==> src/rtl/nfp_div_single_seq.sv <==
// Sequential IEEE-754 single-precision divider, radix-2 restoring, one quotient bit per clock.
// Latency 28 edges (normal) / 1 edge (special); holds result in DONE until out_ready.
module nfp_div_single_seq #(
  parameter logic [31:0] QNAN   = 32'h7FC00000,
  parameter int          N_ITER = 26
) (
  input  logic        clk,
  input  logic        reset,
  input  logic        in_valid,
  output logic        in_ready,
  input  logic [31:0] nfp_in1,
  input  logic [31:0] nfp_in2,
  output logic        out_valid,
  input  logic        out_ready,
  output logic [31:0] nfp_out,
  output logic        div_zero
);

  typedef enum logic [2:0] {S_IDLE, S_UNPACK, S_DIVIDE, S_ROUND, S_DONE} state_t;

  state_t      state, state_nxt;
  logic [31:0] op_a, op_b;
  logic        sign_q;
  logic [7:0]  ea_q, eb_q;
  logic [23:0] mb_q;
  logic [24:0] rem_q;
  logic [25:0] quo_q;
  logic [4:0]  cnt_q;
  logic [31:0] res_q;
  logic        dz_q;

  // operand classification on the latched operands
  logic       a_s, b_s, s;
  logic [7:0] a_e, b_e;
  logic [22:0] a_m, b_m;
  logic       a_nan, b_nan, a_inf, b_inf, a_zero, b_zero;
  logic       is_special, spec_dz;
  logic [31:0] spec_res;

  assign {a_s, a_e, a_m} = op_a;
  assign {b_s, b_e, b_m} = op_b;
  assign s      = a_s ^ b_s;
  assign a_nan  = (&a_e) & (|a_m);
  assign b_nan  = (&b_e) & (|b_m);
  assign a_inf  = (&a_e) & ~(|a_m);
  assign b_inf  = (&b_e) & ~(|b_m);
  assign a_zero = (a_e == 8'h00);
  assign b_zero = (b_e == 8'h00);

  always_comb begin
    is_special = 1'b1;
    spec_dz    = 1'b0;
    spec_res   = QNAN;
    if (a_nan | b_nan) begin
      spec_res = QNAN;
    end else if ((a_inf & b_inf) | (a_zero & b_zero)) begin
      spec_res = QNAN;
    end else if (b_zero & ~a_inf) begin
      spec_res = {s, 8'hFF, 23'h0};
      spec_dz  = 1'b1;
    end else if (a_inf) begin
      spec_res = {s, 8'hFF, 23'h0};
    end else if (b_inf | a_zero) begin
      spec_res = {s, 31'h0};
    end else begin
      is_special = 1'b0;
    end
  end

  // one restoring step; the pre-shift remainder always fits in 24 bits
  logic        ge;
  logic [23:0] diff;
  logic [24:0] rem_nxt;

  assign ge      = (rem_q >= {1'b0, mb_q});
  assign diff    = ge ? 24'(rem_q - {1'b0, mb_q}) : rem_q[23:0];
  assign rem_nxt = {diff, 1'b0};

  // normalise, round to nearest even, range check
  logic               q25, guard, sticky, rnd_up, carry;
  logic [23:0]        mant_pre;
  logic [22:0]        mant_lo;
  logic signed [9:0]  e_pre, e_fin;
  logic [31:0]        rnd_res;

  always_comb begin
    q25      = quo_q[25];
    mant_pre = q25 ? quo_q[25:2] : quo_q[24:1];
    guard    = q25 ? quo_q[1] : quo_q[0];
    sticky   = (q25 & quo_q[0]) | (|rem_q);
    rnd_up   = guard & (sticky | mant_pre[0]);
    carry    = rnd_up & (&mant_pre);
    // on carry the low bits wrap to zero, which is exactly 1.0 with e+1
    mant_lo  = mant_pre[22:0] + 23'(rnd_up);
    e_pre    = $signed({2'b00, ea_q}) - $signed({2'b00, eb_q}) + 10'sd127
               - (q25 ? 10'sd0 : 10'sd1);
    e_fin    = e_pre + (carry ? 10'sd1 : 10'sd0);
    if (e_fin >= 10'sd255)
      rnd_res = {sign_q, 8'hFF, 23'h0};
    else if (e_fin <= 10'sd0)
      rnd_res = {sign_q, 31'h0};
    else
      rnd_res = {sign_q, e_fin[7:0], mant_lo};
  end

  always_ff @(posedge clk or posedge reset) begin
    if (reset) state <= S_IDLE;
    else       state <= state_nxt;
  end

  always_comb begin
    state_nxt = state;
    case (state)
      S_IDLE:   if (in_valid) state_nxt = S_UNPACK;
      S_UNPACK: state_nxt = is_special ? S_DONE : S_DIVIDE;
      S_DIVIDE: if (cnt_q == 5'(N_ITER - 1)) state_nxt = S_ROUND;
      S_ROUND:  state_nxt = S_DONE;
      S_DONE:   if (out_ready) state_nxt = S_IDLE;
      default:  state_nxt = S_IDLE;
    endcase
  end

  always_comb begin
    in_ready  = (state == S_IDLE);
    out_valid = (state == S_DONE);
    nfp_out   = res_q;
    div_zero  = dz_q;
  end

  always_ff @(posedge clk or posedge reset) begin
    if (reset) begin
      op_a   <= '0;
      op_b   <= '0;
      sign_q <= 1'b0;
      ea_q   <= '0;
      eb_q   <= '0;
      mb_q   <= '0;
      rem_q  <= '0;
      quo_q  <= '0;
      cnt_q  <= '0;
      res_q  <= '0;
      dz_q   <= 1'b0;
    end else begin
      case (state)
        S_IDLE: begin
          if (in_valid) begin
            op_a <= nfp_in1;
            op_b <= nfp_in2;
          end
        end
        S_UNPACK: begin
          sign_q <= s;
          ea_q   <= a_e;
          eb_q   <= b_e;
          mb_q   <= {1'b1, b_m};
          rem_q  <= {2'b01, a_m};
          quo_q  <= '0;
          cnt_q  <= '0;
          if (is_special) begin
            res_q <= spec_res;
            dz_q  <= spec_dz;
          end
        end
        S_DIVIDE: begin
          rem_q <= rem_nxt;
          quo_q <= {quo_q[24:0], ge};
          cnt_q <= cnt_q + 5'd1;
        end
        S_ROUND: begin
          res_q <= rnd_res;
          dz_q  <= 1'b0;
        end
        default: ;
      endcase
    end
  end

endmodule
==> config.mk <==
export PLATFORM = sky130hd
export DESIGN_NAME = nfp_div_single_seq
export DESIGN_NICKNAME = d
export VERILOG_FILES = /design/src/rtl/nfp_div_single_seq.sv
export SDC_FILE = /design/constraint.sdc
export NUM_CORES = 1
export LEC_CHECK = 0
export CORE_ASPECT_RATIO = 1.1
export CORE_UTILIZATION = 60
export CTS_CLUSTER_SIZE = 20
export DETAILED_ROUTE_END_ITERATION = 8
export PLACE_DENSITY = 0.83
export SLEW_MARGIN = 15
export SYNTH_ARGS = -nofsm -noshare
export SYNTH_HDL_FRONTEND = slang
export SYNTH_SLANG_ARGS = --single-unit
==> constraint.sdc <==
create_clock -name clk -period 11.5 [get_ports clk]
set_input_delay 2.3 -clock clk [delete_from_list [all_inputs] [get_ports clk]]
set_output_delay 2.3 -clock clk [all_outputs]
set_load 0.005 [all_outputs]
==> Word level (Yosys, flattened, before mapping) <==
Cells that the tools add are included.
{ "classes": {"n_addsub": 7, "magnitude_cmp": 3, "eq_ne": 9, "n_mux": 32, "n_bitwise": 19, "n_reduce_logical": 14} }
{ "ops": {"columns": ["op", "n"], "rows": [
  ["32-bit 2-to-1 mux", 6],
  ["32-bit one-hot mux with 2 select lines", 1],
  ["31-bit 2-to-1 mux", 2],
  ["26-bit one-hot mux with 2 select lines", 1],
  ["25-bit one-hot mux with 2 select lines", 1],
  ["24-bit 2-to-1 mux", 2],
  ["23-bit OR reduction", 2],
  ["25-bit by 24-bit greater-or-equal comparator with 1-bit output", 1],
  ["25-bit OR reduction", 1],
  ["24-bit AND reduction", 1],
  ["24-bit subtractor", 1],
  ["23-bit by 1-bit adder with 23-bit output", 1],
  ["8-bit logical NOT", 2],
  ["8-bit AND reduction", 2],
  ["3-bit one-hot mux with 5 select lines", 1],
  ["1-bit 2-to-1 mux", 12],
  ["3-bit 2-to-1 mux", 4],
  ["10-bit by 2-bit adder with 10-bit output", 1],
  ["9-bit by 8-bit adder with 10-bit output, second input constant", 1],
  ["1-bit AND", 10],
  ["10-bit by 9-bit greater-or-equal comparator with 1-bit output, second input constant", 1],
  ["10-bit by 1-bit <= comparator with 1-bit output, second input constant", 1],
  ["5-bit one-hot mux with 2 select lines", 1],
  ["10-bit by 2-bit subtractor with 10-bit output", 1],
  ["other kinds (16)", 27]
]} }
{ "totals": {"regBits": 197, "out_inout_bits": 35} }

==> Logic depth before layout (Yosys ltp) <==
Gate-level depths: netlist (run 1).
{ "logic_depth": {"word_depth": 11, "mapped_depth": 21} }

==> Worst setup path before layout (run 1) <==
OpenSTA, ideal clock, no wires.
{ "synth_timing": {"path_type": "flip-flop to flip-flop", "startpoint": "reg quo_q[25]", "endpoint": "reg res_q[0] (netlist: nfp_out[0])", "setup_ns": 0.121, "t_arrival_ns": 4.294, "path_slack_ns": 7.085, "stages_incl_launch_ff": 21, "n_path_buf": 4, "period_less_slack_ns": 4.415, "cell_sequence": "dfrtp_1 > buf_6 > buf_4 > mux2_2 > or4_1 > o31a_1 > and3_1 > fa_1 > ha_1 > inv_1 > fa_1 > nor2b_1 > o311ai_2 > a21oi_1 > a211o_1 > o311ai_1 > a211o_1 > buf_6 > nor2_1 > buf_2 > a22o_1"} }
{ "synth_via": {"elab_chain_len": 11} }
{ "synth_lines": {"columns": ["item", "line_no", "source"], "rows": [
  ["start: declaration", "27", "logic [25:0] quo_q;"],
  ["start signal: assignment", "166", "quo_q <= {quo_q[24:0], ge};"],
  ["parallel branches: the longest is 9 deep, another holds 10-bit by 2-bit subtractor with 10-bit output", null, null],
  ["31-bit 2-to-1 mux (*)", "98", "if (e_fin >= 10'sd255)"],
  ["32-bit one-hot mux with 2 select lines (*)", "144", "case (state)"],
  ["end signal: assignment", "160", "res_q <= spec_res;"],
  ["end signal: assignment", "170", "res_q <= rnd_res;"],
  ["end: declaration", "29", "logic [31:0] res_q;"]
]} }
Every way passes the cells marked *.
A chain may end at the register's enable or synchronous reset.

==> Worst setup path in the final report (run 1) <==
{ "layout_timing": {"startpoint": "reg quo_q[25]", "endpoint": "reg res_q[5] (netlist: nfp_out[5])"} }
The elaborated chain is that of the path after synthesis.

==> summary.md, run 1 <==
| Metric | Value |
|---|---|
| Core Box Area | roughly 18000 um^2 |
| Clk_lat worst skew | between 400 and 500 ps |
| Final Skew | approximately 7.3 ps |
| Syn avg cell area | 9.76 um^2 |
| Fin cells | approximately 1500 |
| Drt initial violations | a little over 700 |
| Combinational power share | 0.597 |
| Layout cells sized above 1 | 0.108 |
| Vias/cell | approximately 6.0 |
| Post-CTS Resized | 0 |
| Final Power | around 4.5 mW |
| Clock share of power | 0.132 |
| Final hold violation count | 0 |
| Post-synth ARST share | 1.00 |
| Min-Delay Path Class | reg -> reg |
| Hold_buf cts | 0 |
| Synth-to-Final Area Change | 15.6% |
| Worst-Margin Slew | approximately 1100 ps |
| Final critical-path share of the clock period | 0.455 |
| Post-synth top area share | 0.447 |
| Setup Buffers After CTS | 0 |
| Synth cell count leaders | 197 x dfrtp_1, 133 x nand2_1, 76 x o21ai_0 |
| Highest Clock Rate | approximately 190 MHz |
| Sequential share of power | 0.271 |
| Synth Area in Adders | 0.0560 |
| Worst R2R Setup Slack | 6270 ps |
| Synth unique cells | around 70 |
| Sw power | ~2.1 mW |
| ANT nets after route | 0 |
| Hold depth | 2 |
| Cells after Synth | 1131 |
| Hold-critical path endpoint | mb_q[23] |
| Compound-Gate Fraction of Synth Area | 0.161 |
| Antenna Diode Count | 0 |
| Pwr/cell area | between 300 and 400 nW/um^2 |
| Routed WL per cell | 16.9 um |
| Cell-internal power | 2.46 mW |
| Vias | 8743 |
| Die Wd | around 130 um |
| Vias in the first global route | 8228 |
| Worst R2R Start | quo_q[25] |
| Fin util | 0.714 |
| Die area | 18900 um^2 |
| Leak pwr | around 5.4 nW |
| Multi-input logic area | 5640 um^2 |
| Largest family of logic cells by synthesized area | compound AO/OA/AOI/OAI gates |
| Critical path endpoint category | flip-flop |
| Worst reg2reg endpoint | nfp_out[5] |
| Synth area leader | dfrtp_1 |
| Total CTS buffers | 17 |
| Layout fillers | 1316 |
| VDD IR max | roughly 0.00029 V |
| Register area share after synthesis | 0.447 |
| Std-Cell Rows | about 50 |
| Inst Count DP | between 1000 and 1500 |
| Fin Setup TNS | 0 ps |
| Fin. max-slew vios | 0 |
| Worst EP required | approximately 12000 ps |
| Nets | roughly 1300 |
| DR DRC count | 0 |
| H-tree depth | 4 |
| Total global-route track usage | 0.269 |
| Multiplexer share of the synthesized area | 0.0946 |
| Num ports | 103 |
| Largest net degree at the start of global routing | about 120 |
| Tmin final | about 5200 ps |
| CP Class | reg -> reg |
| Worst slew margin | 0.276 |
| Global route total overflow | 0 |
| CP max FO | between 40 and 50 |
| CTS tree | done |
| Yosys reg bits | a little under 200 |
| Clock Sinks | 197 |
| Main area contributors after synthesis | dfrtp_1 45%, mux2_2 7.1%, ha_1 4.9% |
| Routed wire length | between 20 and 25 mm |
| Endpoints failing setup | 0 |
| Most frequent cell after synthesis | dfrtp_1 |
| Post-DP HPWL | 17.2 mm |
| Syn nets | between 1000 and 1500 |
| Main synth FF type | dfrtp_1 |
| Antenna violations before repair | 0 |
| Synth Area in Simple Gates | 0.149 |
| First-pass DRT Iterations | 6 |
| Cells on worst reg2reg path | 17 |
| Initial core utilization | 0.618 |
| Clock transition at path regs | 70 ps |
| Post-Synth XOR/XNOR Area | 0.0484 |
| Seq. cell area | between 4000 and 5000 um^2 |
| Die height | ~140 um |
| Number of synthesized flops with an enable pin | 0 |
| Synthesized area | 11000 um^2 |
| # port buffers | between 100 and 150 |
| GP Congestion | 0.970 |
| CTS root buf | clkbuf_16 |
| Maxcap violations | 0 |
| Max clock buf depth | 2 |
| Hold Crit Start | mb_q[23] |
| Sw Ratio | 0.457 |
| Startpoint class of the critical path | flip-flop |
| First-pass GRT wire length | around 40 mm |
| RSZ-0062 raised after global routing | false |
| Ys Warns | 0 |
| Status | finished, final reports clean |
| Critical path data arrival time | between 5000 and 6000 ps |
==> cell type report <==
| class | count | area share |
|---|---|---|
| clock buffer | 19 | 0.0347 |
| clock inverter | 13 | 0.0116 |
| inverter | 54 | 0.0165 |
| multi-input combinational | 819 | 0.442 |
| sequential | 197 | 0.387 |
| tap | 238 | 0.0233 |
| timing repair buffer | 111 | 0.0854 |
==> routing by layer <==
layer | track usage | up-vias | part of all wire
met5 | 0 | - | 0
met4 | 0.0936 | 0 | 0.025
met3 | 0.0403 | 44 | 0.045
met2 | 0.474 | 286 | 0.50
met1 | 0.341 | 4223 | 0.43
li1 | - | 4190 | -
==> worst max-delay path by stage <==
stage	endpoint	depth (start not counted)	from	slack (ps)
2_1_floorplan	cnt_q[0]	1	reset	3830
3_3_place_gp	nfp_out[2]	17	quo_q[25]	6420
3_5_place_dp	nfp_out[2]	17	quo_q[25]	6280
4_1_cts	nfp_out[11]	17	quo_q[25]	6260
5_1_grt	nfp_out[11]	17	quo_q[25]	5840
6_report	nfp_out[5]	17	quo_q[25]	6270
==> flip-flops by register name (all words and copies together), names as in the netlist <==
signal / flops
div_zero: 1
op_a: 32
quo_q: 26
cnt_q: 5
mb_q: 24
ea_q: 8
state: 3
sign_q: 1
nfp_out: 32
rem_q: 25
eb_q: 8
op_b: 32
==> power by group through the flow <==
| stage | clock [mW] | combinational (mW) | sequential, mW |
|---|---|---|---|
| 6_report | 0.596 | 2.70 | 1.23 |
| 5_1_grt | 0.630 | 3.01 | 1.26 |
| 3_3_place_gp | 0 | 2.57 | 1.22 |
| 4_1_cts | 0.603 | 2.67 | 1.22 |
| 3_5_place_dp | 0 | 2.64 | 1.23 |
| 2_1_floorplan | 0 | 2.14 | 1.14 |
==> critical path: stages, from the launching register on <==
cell      delay [ps]
dfrtp_2          970
mux2_2           440
or4_1            430
o31a_1           290
and3_1           170
fa_1             420
ha_1             220
inv_1             70
fa_1             190
nor2b_1           70
o311ai_2         270
a21oi_1          160
a211o_1          270
o311ai_1         280
a211o_1          330
nor2_1            90
buf_4            220
a22o_1           200
==> cell usage in the layout (no fill, tap or decap), types with 4 or more instances in the layout <==
cell	Yosys	routed
dfrtp_1	197	196
nand2_1	133	133
clkdlybuf4s50_1	0	102
o21ai_0	76	76
a21oi_1	72	72
mux2_2	70	70
nor2_1	59	58
inv_1	53	52
a22o_1	47	47
ha_1	43	43
xor2_1	31	31
xnor2_1	30	30
nand3_1	28	28
mux2i_1	24	24
nor3_1	23	22
nand4_1	20	20
nor4_1	18	18
clkbuf_16	0	17
a21o_1	12	12
nand2b_1	10	10
and3_1	10	10
o22ai_1	10	10
a211oi_1	9	9
buf_4	4	9
a31oi_1	8	8
nor2b_1	7	7
clkinvlp_4	0	6
or4_1	5	5
or2_2	5	5
o31ai_1	4	4
o31a_1	4	4
o21a_1	4	4
o211ai_1	4	4
fa_1	4	4
==> cells by family (layout without fill, tap and decap cells) <==
| logic type | Yosys count | count (layout) |
|---|---|---|
| AO/OA/AOI/OAI | 275 | 275 |
| flip-flops | 197 | 197 |
| AND/OR/NAND/NOR | 341 | 341 |
| XOR/XNOR | 61 | 61 |
| multiplexers | 95 | 95 |
| buffers and inverters | 115 | 197 |
| adder cells (fa/ha/maj) | 47 | 47 |
==> metrics by stage <==
step | hold WS, ps | setup slack (ps) | instance area, um^2
finish | 466 | 6270 | 12800
floorplan | 418 | 3830 | 11000
CTS | 468 | 6260 | 12800
global placement | 433 | 6420 | 12200
global route | 485 | 5840 | 12800
detailed placement | 453 | 6280 | 12200
Note: power is estimated with default switching activity, not from simulation.
==> run 2, diff against run 1 <==
Settings changed: CORE_UTILIZATION 60 to 53, PLACE_DENSITY 0.83 to 0.78.
Clock period 11.5 ns to 4.8 ns, I/O delays scaled along.
==> summary.md, run 2 (synthesized netlist as in run 1, its figures left out) <==
| Metric | Value |
|---|---|
| Setup ws final | 259 ps (-6010 ps) |
| First-pass GRT wire length | 42.3 mm (+4.5%) |
| Antenna violations before repair | 0 (unchanged) |
| Std-Cell Rows | 55 (+7.8%) |
| Die height | 153 um (+6.3%) |
| Clk_lat worst skew | 440 ps (about the same) |
| GP Congestion | 0.867 (-11%) |
| Vias in the first global route | 8629 (+4.9%) |
| Routed WL per cell | 17.0 um (+0.74%) |
| Total CTS buffers | 17 (unchanged) |
| Final hold violation count | 0 (unchanged) |
| Vias | 8742 (-0.011%) |
| Critical path endpoint category | flip-flop |
| Startpoint class of the critical path | flip-flop |
| Die area | 21400 um^2 (+13%) |
| Clock transition at path regs | 80 ps (about the same) |
| Highest Clock Rate | 220 MHz (+15%) |
| RSZ-0062 raised after global routing | false |
| Initial core utilization | 0.538 (-0.0795) |
| Endpoints failing setup | 0 (unchanged) |
| Most frequent cells in the layout | 196 x dfrtp_1, 133 x nand2_1, 102 x clkdlybuf4s50_1, 76 x o21ai_0, 72 x a21oi_1 |
| DR DRC count | 0 (unchanged) |
| Drt initial violations | 780 (+7.6%) |
| Fin Setup TNS | 0 ps (unchanged) |
| Worst EP required | 5130 ps (-6690 ps) |
| Vias/cell | 5.93 (-1.5%) |
| Worst-Margin Slew | 1090 ps (+11.8 ps) |
| Final Skew | 12.7 ps (+5.35 ps) |
| Pre-CTS setup slack | 238 ps (-6050 ps) |
| Synth-to-Final Area Change | 16.1% |
| Die Wd | 140 um (+6.3%) |
| CTS root buf | clkbuf_16 |
| # port buffers | 102 (unchanged) |
| Total global-route track usage | 0.245 (-0.0236) |
| CTS tree | done |
| Global route total overflow | 0 (unchanged) |
| Antenna Diode Count | 0 (unchanged) |
| ANT nets after route | 0 (unchanged) |
| CP Class | reg -> reg |
| Fin. max-slew vios | 0 (unchanged) |
| Tmin final | 4540 ps (-689 ps) |
| Status | finished, final reports clean |
| First-pass DRT Iterations | 5 (-1) |
| Maxcap violations | 0 (unchanged) |
| Min-Delay Path Class | reg -> reg |
| Worst slew margin | 0.268 (-0.00791) |
| Num ports | 103 (unchanged) |
| Core Box Area | 20500 um^2 (+15%) |
| Setup Buffers After CTS | 0 (unchanged) |
| Critical path data arrival time | 4870 ps (-680 ps) |
| Layout cells sized above 1 | 0.113 (+0.00458) |
| Nets | 1319 (+0.30%) |
| Most common cell after layout, fill and taps aside | dfrtp_1 |
| Max clock buf depth | 2 (unchanged) |
| Layout fillers | 1668 (+27%) |
| CP max FO | 22 (-51%) |
| Post-DP HPWL | 17.8 mm (+3.6%) |
| Largest net degree at the start of global routing | 136 (+18%) |
| Routed wire length | 25.0 mm (+2.3%) |
| H-tree depth | 4 (unchanged) |
| Clock Sinks | 197 (unchanged) |
| Final critical-path share of the clock period | 0.946 (+0.491) |
==> run 2: what timing repair did <==
item | in CTS | in global routing
resized for setup | 0 | 1
endpoints found under the setup margin | 0 | 22
hold buffers | 0 | 0
==> run 2: worst paths after layout <==
path	slack, ps	cells after the start	to	startpoint
max	260	17	nfp_out[11]	quo_q[25]
min	470	2	mb_q[23]	mb_q[23]
max reg2reg	260	17	nfp_out[11]	quo_q[25]
min reg2reg	470	2	mb_q[23]	mb_q[23]
max in group asynchronous	2780	3	nfp_out[30]	reset
min in group asynchronous	920	2	op_b[0]	reset
==> run 2: cell type report <==
cell class,instances,area (um^2),share of cell area
Clock buffer,18,439,0.0343
Multi-Input combinational cell,819,5640,0.440
Sequential cell,197,4930,0.385
Timing Repair Buffer,115,1130,0.0883
Inverter,54,206,0.0161
Clock inverter,14,141,0.0110
Tap cell,256,320,0.0250
==> run 2: through the flow <==
step / util / hold slack [ps] / cells / instance area (um^2)
2_1_floorplan: - / 418 / 1131 / 11000
3_3_place_gp: 0.596 / 437 / 1441 / 12200
5_1_grt: 0.624 / 491 / 1473 / 12800
4_1_cts: 0.624 / 466 / 1473 / 12800
3_5_place_dp: 0.596 / 449 / 1441 / 12200
6_report: 0.624 / 470 / 1473 / 12800
==> run 2: critical path, stage by stage (launching register included) <==
cell,delay (ps)
dfrtp_2,410
mux2_2,360
or4_1,400
o31a_1,270
and3_1,170
fa_1,420
ha_1,230
inv_1,70
fa_1,190
nor2b_1,70
o311ai_2,300
a21oi_1,180
a211o_1,270
o311ai_1,320
a211o_2,260
nor2_1,80
buf_4,220
a22o_1,200
==> run 2: metal layers <==
layer	vias up	GRT usage	wire, um
met5	-	0	0
met4	0	0.0979	740
met3	43	0.0435	1120
met2	256	0.412	12200
met1	4242	0.315	11000
li1	4201	-	-
Power of run 2 is left out: the tool's default activity adds up to more than one toggle a clock period on the data nets, which glitch-free logic cannot reach.
